### config.mk
export PLATFORM = sky130hd
export DESIGN_NAME = writeback_ctrl
export DESIGN_NICKNAME = d
export VERILOG_FILES = /design/src/rtl/writeback_ctrl_pkg.sv /design/src/rtl/wb_mem_timer.sv /design/src/rtl/writeback_ctrl.sv
export SDC_FILE = /design/constraint.sdc
export NUM_CORES = 1
export LEC_CHECK = 0
export CAP_MARGIN = 20
export CORE_MARGIN = 1.5
export CORE_UTILIZATION = 27
export CTS_CLUSTER_SIZE = 30
export DETAILED_ROUTE_END_ITERATION = 7
export PLACE_DENSITY_LB_ADDON = 0.25
export SLEW_MARGIN = 20
export SYNTH_ARGS = -nofsm -noshare
export SYNTH_HDL_FRONTEND = slang
export SYNTH_HIERARCHICAL = 1
export SYNTH_SLANG_ARGS = --single-unit
export TNS_END_PERCENT = 100
### constraint.sdc
create_clock -name clk -period 3.4 [get_ports clk]
set_clock_uncertainty 0.15 [all_clocks]
set_input_delay 0.68 -clock clk [delete_from_list [all_inputs] [get_ports clk]]
set_output_delay 0.68 -clock clk [all_outputs]
set_load 0.05 [all_outputs]
### src/rtl/writeback_ctrl_pkg.sv
// Shared phase encoding and default widths for the writeback controller.
package writeback_ctrl_pkg;

    localparam int DATA_W_DEF = 16;
    localparam int ADDR_W_DEF = 4;

    typedef enum logic [2:0] {
        PH_WB       = 3'd1,
        PH_FETCH    = 3'd2,
        PH_DECODE   = 3'd3,
        PH_EXEC     = 3'd4,
        PH_WAIT_MEM = 3'd5
    } phase_t;

endpackage

### src/rtl/wb_mem_timer.sv
// Loadable down-counter bounding the wait for load data; expired when it reaches zero.
// Clear has priority over load, load over decrement; the count stops at zero.
module wb_mem_timer #(
    parameter int W = 4
) (
    input  logic         clk,
    input  logic         rst_n,
    input  logic         i_clr,
    input  logic         i_load,
    input  logic [W-1:0] i_load_val,
    input  logic         i_en,
    output logic         o_expired
);

    logic [W-1:0] r_cnt;

    always_ff @(posedge clk or negedge rst_n) begin
        if (!rst_n) begin
            r_cnt <= '0;
        end else if (i_clr) begin
            r_cnt <= '0;
        end else if (i_load) begin
            r_cnt <= i_load_val;
        end else if (i_en && (r_cnt != '0)) begin
            r_cnt <= r_cnt - 1'b1;
        end
    end

    assign o_expired = (r_cnt == '0);

endmodule

### src/rtl/writeback_ctrl.sv
// Phase sequencer owning the register-file write port; ALU write 1 cycle after EXECUTE, loads 2 + memory latency.
// No backpressure: loads wait up to MEM_TIMEOUT cycles. Optional macro WB_R0_ZERO_EN hardwires register 0.
module writeback_ctrl
    import writeback_ctrl_pkg::*;
#(
    parameter int DATA_W      = DATA_W_DEF,
    parameter int ADDR_W      = ADDR_W_DEF,
    parameter int MEM_TIMEOUT = 15
) (
    input  logic              clk,
    input  logic              rst_n,
    input  logic              run,
    input  logic              ex_wen,
    input  logic              ex_is_load,
    input  logic [ADDR_W-1:0] ex_dest,
    input  logic [DATA_W-1:0] ex_data,
    input  logic              mem_valid,
    input  logic [DATA_W-1:0] mem_rdata,
    output logic [2:0]        fsm_state,
    output logic              rf_we,
    output logic [ADDR_W-1:0] rf_addr,
    output logic [DATA_W-1:0] rf_data,
    output logic              mem_req,
    output logic [DATA_W-1:0] mem_addr,
    output logic [15:0]       retire_cnt,
    output logic              mem_err
);

    localparam int TMR_W = $clog2(MEM_TIMEOUT + 1);

    phase_t            r_state;
    phase_t            w_state_n;
    logic              r_pend;
    logic              w_pend_n;
    logic [ADDR_W-1:0] r_dest;
    logic [ADDR_W-1:0] w_dest_n;
    logic [DATA_W-1:0] r_data;
    logic [DATA_W-1:0] w_data_n;
    logic [ADDR_W-1:0] r_rf_addr;
    logic [DATA_W-1:0] r_rf_data;
    logic              r_mem_req;
    logic              w_req_n;
    logic [DATA_W-1:0] r_mem_addr;
    logic [DATA_W-1:0] w_addr_n;
    logic [15:0]       r_retire_cnt;
    logic              r_mem_err;
    logic              w_err_set;
    logic              w_tmr_clr;
    logic              w_tmr_load;
    logic              w_tmr_en;
    logic              w_tmr_expired;
    logic              w_exec_wen;
    logic              w_load_wen;
    logic              w_wb_entry;

`ifdef WB_R0_ZERO_EN
    assign w_exec_wen = ex_wen && (ex_dest != '0);
    assign w_load_wen = (r_dest != '0);
`else
    assign w_exec_wen = ex_wen;
    assign w_load_wen = 1'b1;
`endif

    wb_mem_timer #(
        .W (TMR_W)
    ) u_timer (
        .clk        (clk),
        .rst_n      (rst_n),
        .i_clr      (w_tmr_clr),
        .i_load     (w_tmr_load),
        .i_load_val (TMR_W'(MEM_TIMEOUT - 1)),
        .i_en       (w_tmr_en),
        .o_expired  (w_tmr_expired)
    );

    always_comb begin
        w_state_n  = r_state;
        w_pend_n   = r_pend;
        w_dest_n   = r_dest;
        w_data_n   = r_data;
        w_req_n    = 1'b0;
        w_addr_n   = r_mem_addr;
        w_err_set  = 1'b0;
        w_tmr_clr  = 1'b0;
        w_tmr_load = 1'b0;
        w_tmr_en   = 1'b0;
        case (r_state)
            PH_FETCH: begin
                if (run) begin
                    w_state_n = PH_DECODE;
                end
            end
            PH_DECODE: w_state_n = PH_EXEC;
            PH_EXEC: begin
                w_dest_n = ex_dest;
                if (ex_is_load) begin
                    w_addr_n   = ex_data;
                    w_req_n    = 1'b1;
                    w_pend_n   = 1'b0;
                    w_tmr_load = 1'b1;
                    w_state_n  = PH_WAIT_MEM;
                end else begin
                    w_data_n  = ex_data;
                    w_pend_n  = w_exec_wen;
                    w_state_n = PH_WB;
                end
            end
            PH_WAIT_MEM: begin
                w_tmr_en = 1'b1;
                // Data arriving on the final allowed cycle still wins over the abort.
                if (mem_valid) begin
                    w_data_n  = mem_rdata;
                    w_pend_n  = w_load_wen;
                    w_tmr_clr = 1'b1;
                    w_state_n = PH_WB;
                end else if (w_tmr_expired) begin
                    w_pend_n  = 1'b0;
                    w_err_set = 1'b1;
                    w_tmr_clr = 1'b1;
                    w_state_n = PH_WB;
                end
            end
            PH_WB:   w_state_n = PH_FETCH;
            default: w_state_n = PH_FETCH;
        endcase
    end

    assign w_wb_entry = (w_state_n == PH_WB) && (r_state != PH_WB);

    always_ff @(posedge clk or negedge rst_n) begin
        if (!rst_n) begin
            r_state      <= PH_FETCH;
            r_pend       <= 1'b0;
            r_dest       <= '0;
            r_data       <= '0;
            r_rf_addr    <= '0;
            r_rf_data    <= '0;
            r_mem_req    <= 1'b0;
            r_mem_addr   <= '0;
            r_retire_cnt <= '0;
            r_mem_err    <= 1'b0;
        end else begin
            r_state    <= w_state_n;
            r_pend     <= w_pend_n;
            r_dest     <= w_dest_n;
            r_data     <= w_data_n;
            r_mem_req  <= w_req_n;
            r_mem_addr <= w_addr_n;
            // The visible write address/data only move for a real write.
            if (w_wb_entry && w_pend_n) begin
                r_rf_addr <= w_dest_n;
                r_rf_data <= w_data_n;
            end
            if (r_state == PH_WB) begin
                r_retire_cnt <= r_retire_cnt + 16'd1;
            end
            if (w_err_set) begin
                r_mem_err <= 1'b1;
            end
        end
    end

    // Both terms are flops, so reset drops the strobe immediately.
    assign rf_we      = (r_state == PH_WB) && r_pend;
    assign fsm_state  = r_state;
    assign rf_addr    = r_rf_addr;
    assign rf_data    = r_rf_data;
    assign mem_req    = r_mem_req;
    assign mem_addr   = r_mem_addr;
    assign retire_cnt = r_retire_cnt;
    assign mem_err    = r_mem_err;

endmodule

==> results of run 1 <==
==> cell families after synthesis <==
family	after synthesis	share of synthesized area [%]
other cells	2	0.207
flops	82	56.6
mux	42	15.7
buf+inv	16	3.11
fa+ha+maj	3	1.04
compound gates	43	10.2
xor+xnor	15	3.62
simple gates	54	9.46
==> path summary, 6_finish.rpt <==
path,endpoint,slack [ns]
worst max-delay path,rf_we,0.18
worst min-delay path,retire_cnt[14],0.17
worst max register to register,rf_addr[2],0.62
worst min register to register,r_data[1],0.32
max in group asynchronous,r_dest[0],2.24
min in group clk,r_data[1],0.32
==> state kept, by name, indices dropped and copies added (netlist names) <==
name	flops
r_dest	4
rf_addr	4
retire_cnt	16
mem_err	1
rf_data	16
fsm_state	3
mem_req	1
r_data	16
u_timer/r_cnt	4
mem_addr	16
r_pend	1
==> where the power goes <==
group	switching, mW	total [mW]	internal [mW]
clock	0.396	1.06	0.661
sequential	0.216	1.54	1.33
combinational	1.13	1.93	0.795
==> layout by cell type, fill, tap and decap left out, types with 2 or more instances in the layout <==
cell type / synthesis / routed
a21o_1: 17 / 17
a22o_1: 16 / 16
and2_1: 3 / 3
and3_1: 3 / 3
and4_1: 2 / 2
buf_4: 1 / 7
bufinv_16: 0 / 2
clkbuf_16: 0 / 9
clkdlybuf4s50_1: 0 / 98
clkinv_2: 0 / 2
conb_1: 2 / 4
dfrtp_1: 81 / 81
ha_1: 3 / 3
inv_1: 5 / 5
mux2_1: 3 / 3
mux2_2: 12 / 12
mux2_4: 26 / 26
nand2_1: 10 / 10
nand2b_1: 2 / 2
nand3_1: 4 / 4
nand3b_1: 2 / 2
nand4_1: 6 / 6
nor2_1: 7 / 7
nor2b_1: 3 / 3
nor3_1: 2 / 2
xnor2_1: 11 / 11
xor2_1: 4 / 4
==> area by class of cell <==
type                       count  area (um2)  area share [%]
tap                          176         220            4.28
inverter                       5        18.8           0.365
timing repair buffer         106        1050            20.5
clock inverter                 5        77.6            1.51
clock buffer                  11         243            4.72
sequential                    82        2050            39.9
multi-input combinational    161        1470            28.7
==> metal layers <==
layer / share of wire [%] / vias up
met4: 1.2 / 0
met3: 6.6 / 7
li1: - / 1131
met1: 47 / 1185
met5: 0 / -
met2: 45 / 68
==> metrics by stage <==
stage	worst slack, ns	area [um2]	util, %
6_report	0.180	5140	39.0
5_1_grt	0.0316	5140	39.0
4_1_cts	0.168	5140	39.0
3_5_place_dp	0.551	4820	36.5
3_3_place_gp	0.596	4820	36.5
2_1_floorplan	0.918	3630	-
==> worst max-delay path, delay by kind of cell (launching register included) <==
family | cells | cell delay [ns]
flops | 1 | 0.60
buf+inv | 1 | 0.80
simple gates | 2 | 0.65
==> flow_summary.json, run 1 <==
{
  "wire_per_inst_um": 15.2,
  "critPathLaunch": "fsm_state[0]",
  "synth-edff-count": 0,
  "cts_tree": "built",
  "post_cts_resized": 0,
  "cp_data_arrival_time_ns": 2.39,
  "syn_area_mm2": 0.00363,
  "port_buffers": 99,
  "overflow": 0,
  "drc": 0,
  "hpwlAfterDp_mm": 5.69,
  "insertion_delay_ns": 0.35,
  "grt_usage_pct": 12.5,
  "slowest_stage": "clkdlybuf4s50_1",
  "hp-class": "primary input to async pin",
  "clock_sinks": 82,
  "cp_cell_sequence": "nor3b_2 -> and2_1 -> clkdlybuf4s50_1",
  "rr_worst_depth": 9,
  "maxCapViolations": 0,
  "clk_pin_slew_ns": 0.06,
  "synth_most_common_cell": "dfrtp_1",
  "drv_slew": 0,
  "avgViaCountPerCell": 4.38,
  "fillCellCount": 1247,
  "drt-pass1-iter-count": 4,
  "grt_pass1_wl_mm": 13.5,
  "cts_hold_buf": 0,
  "num_io_pins": 100,
  "irDropWorstVdd_mv": 0.507,
  "rows": 42,
  "drt-total-wl_mm": 8.28,
  "die_height_um": 119,
  "synthArstFlopShare_pct": 100,
  "yosysUniqueCellTypes": 47,
  "ys_ff_latch": 82,
  "rsz0062_at_grt": "no",
  "syn_area_per_cell_um2": 14.1,
  "cts_buffers": 9,
  "ys.flop_type": "dfrtp_1",
  "crit_fanout": 12,
  "criticalPathCategory": "register to primary output",
  "ys_warn_count": 6,
  "synthTopCellsByArea": "dfrtp_1 (56%), mux2_4 (11%), a22o_1 (3.9%)",
  "finalNonFillerCells": 546,
  "ys_seq_area_share_pct": 56.6,
  "rr_startpoint": "u_timer/r_cnt[1]",
  "syn_to_final_growth_pct": 41.8,
  "total_power_mw": 4.53,
  "route.vias.total": 2391,
  "cts_buffer_depth": 2,
  "antenna_cells": 0,
  "met3_usage_pct": 5.65,
  "core_area_mm2": 0.0132,
  "antenna_found_initial": 0,
  "finalSetupTns_ns": 0,
  "fin_crit_sh_pct": 94.7,
  "fmaxAchievable_mhz": 311,
  "synth_common_cells": "dfrtp_1 (81), mux2_4 (26), a21o_1 (17)",
  "critPathLaunchType": "register",
  "drive_above_1_share_pct": 18.9,
  "grt_max_degree": 42,
  "status": "finished, final reports clean",
  "synth_top_cell_area_share_pct": 55.9,
  "synth.largest_area_cell": "dfrtp_1",
  "place_congestion": 0.689,
  "tightest_slew_ns": 0.609,
  "power_leakage_nw": 2.32,
  "start_util_pct": 27.5,
  "cts-root-buf": "clkbuf_16",
  "endpoint_kind": "primary output",
  "final-setup-viol-count": 0,
  "cp_data_required_time_ns": 2.57,
  "ant_nets": 0,
  "finalHoldViolCount": 0,
  "power_density_mw_per_mm2": 881,
  "die_w_um": 119,
  "busiest_layer": "met2",
  "cts_max_level": 3,
  "grt.met1_usage_pct": 16.2,
  "fin_crit_ns": 3.22,
  "synthCells": 257,
  "first_iter_violations": 57,
  "cts_setup_buffers": 0,
  "nets": 410,
  "grt_pass1_vias": 2556,
  "holdWs_ns": 0.166,
  "dp_cells": 530,
  "critPathMaxStageDelay_ns": 0.80,
  "slew_headroom_pct": 59.3,
  "use_met2_pct": 18.4,
  "dieArea_mm2": 0.0141
}
No activity file was read; power rests on OpenSTA's default activity.
==> inputs of run 2 (changes only) <==
Settings changed: CTS_BUF_LIST set to sky130_fd_sc_hd__clkbuf_16, HOLD_SLACK_MARGIN set to 0.02.
==> flow_summary.json, run 2 (synthesized netlist as in run 1, its figures left out) <==
{
  "route.vias.total": 2393,
  "avgViaCountPerCell": 4.38,
  "core_area_mm2": 0.0132,
  "rsz0062_at_grt": "no",
  "cts_buffer_depth": 2,
  "drc": 0,
  "cts_setup_buffers": 0,
  "grt_pass1_vias": 2553,
  "dp_cells": 530,
  "wire_per_inst_um": 15.1,
  "irDropWorstVdd_mv": 0.507,
  "total_power_mw": 4.50,
  "critPathLaunchType": "register",
  "die_w_um": 119,
  "final_cell_mix": "clkdlybuf4s50_1 (98), dfrtp_1 (81), mux2_4 (26)",
  "rr_startpoint": "u_timer/r_cnt[1]",
  "rr_worst_depth": 9,
  "r2r_end": "rf_addr[2]",
  "hp-class": "primary input to async pin",
  "power_leakage_nw": 2.32,
  "finalNonFillerCells": 546,
  "start_util_pct": 27.5,
  "fmaxAchievable_mhz": 311,
  "fin_crit_ns": 3.22,
  "cts_tree": "built",
  "syn_to_final_growth_pct": 41.5,
  "finalSetupTns_ns": 0,
  "num_io_pins": 100,
  "antenna_cells": 0,
  "final-setup-viol-count": 0,
  "maxCapViolations": 0,
  "dieArea_mm2": 0.0141,
  "overflow": 0,
  "cp_data_required_time_ns": 2.57,
  "cts_max_level": 3,
  "grt_pass1_wl_mm": 13.5,
  "grt_usage_pct": 12.4,
  "cp_cell_sequence": "nor3b_2 -> and2_1 -> clkdlybuf4s50_1",
  "endpoint_kind": "primary output",
  "finalHoldViolCount": 0,
  "slew_headroom_pct": 59.3,
  "holdWs_ns": 0.169,
  "critPathCapture": "rf_we",
  "critPathLaunch": "fsm_state[0]",
  "status": "finished, final reports clean",
  "dpl_worst_slack_ns": 0.551,
  "drt-pass1-iter-count": 4,
  "cts-root-buf": "clkbuf_16",
  "die_height_um": 119,
  "antenna_found_initial": 0,
  "cts_buffers": 9,
  "rows": 42,
  "grt_max_degree": 42,
  "hpwlAfterDp_mm": 5.69,
  "port_buffers": 99,
  "first_iter_violations": 59,
  "drt-total-wl_mm": 8.26,
  "insertion_delay_ns": 0.35,
  "clk_pin_slew_ns": 0.06,
  "crit_fanout": 12,
  "fin_crit_sh_pct": 94.7,
  "worst_slack_ns": 0.180,
  "drive_above_1_share_pct": 18.6,
  "ant_nets": 0,
  "nets": 410,
  "critPathMaxStageDelay_ns": 0.80,
  "cp_data_arrival_time_ns": 2.39,
  "final_common_cell": "clkdlybuf4s50_1",
  "place_congestion": 0.689,
  "post_cts_resized": 0,
  "clock_sinks": 82,
  "reg2reg_slack_ns": 0.61,
  "cts_hold_buf": 0,
  "criticalPathCategory": "register to primary output",
  "slowest_stage": "clkdlybuf4s50_1",
  "tightest_slew_ns": 0.609,
  "power_density_mw_per_mm2": 877,
  "drv_slew": 0
}
==> run 2: worst max-delay path: cells and delay by family, from the launching register on <==
| family | cells | cell delay [ns] |
|---|---|---|
| flops | 1 | 0.60 |
| buf+inv | 1 | 0.80 |
| simple gates | 2 | 0.65 |
==> run 2: worst min-delay path by stage <==
stage,cells past startpoint,to,slack [ns]
2_1_floorplan,0,fsm_state[0],0.23
3_3_place_gp,1,r_data[9],0.31
3_5_place_dp,1,r_data[3],0.31
4_1_cts,1,retire_cnt[13],0.19
5_1_grt,1,retire_cnt[14],0.20
6_report,1,retire_cnt[14],0.17
==> run 2: per-layer routing <==
metal  up-vias  global-route usage (%)  wire length (um)
li1       1133                       -                 -
met2        69                    18.4              3730
met3         8                    5.08               508
met5         -                       0                 0
met4         0                    4.97               130
met1      1183                    16.2              3900
==> run 2: cell type report <==
cell class	count	area, um2
multi-input cells	161	1470
well taps	176	220
flip-flops and latches	82	2050
clock inverters	7	85.1
fillers	1249	8060
clock buffers	9	225
repair buffers	106	1050
inverters	5	18.8
==> run 2: report_power, final <==
group	internal (mW)	switching [mW]
Combinational	0.795	1.13
Sequential	1.33	0.216
Clock	0.635	0.391
Total	2.76	1.74
==> run 2: stage by stage <==
stage / cell area [um2] / utilization [%]
CTS: 5130 / 38.9
global route: 5130 / 38.9
finish: 5130 / 38.9
detailed placement: 4820 / 36.5
floorplan: 3630 / -
global placement: 4820 / 36.5
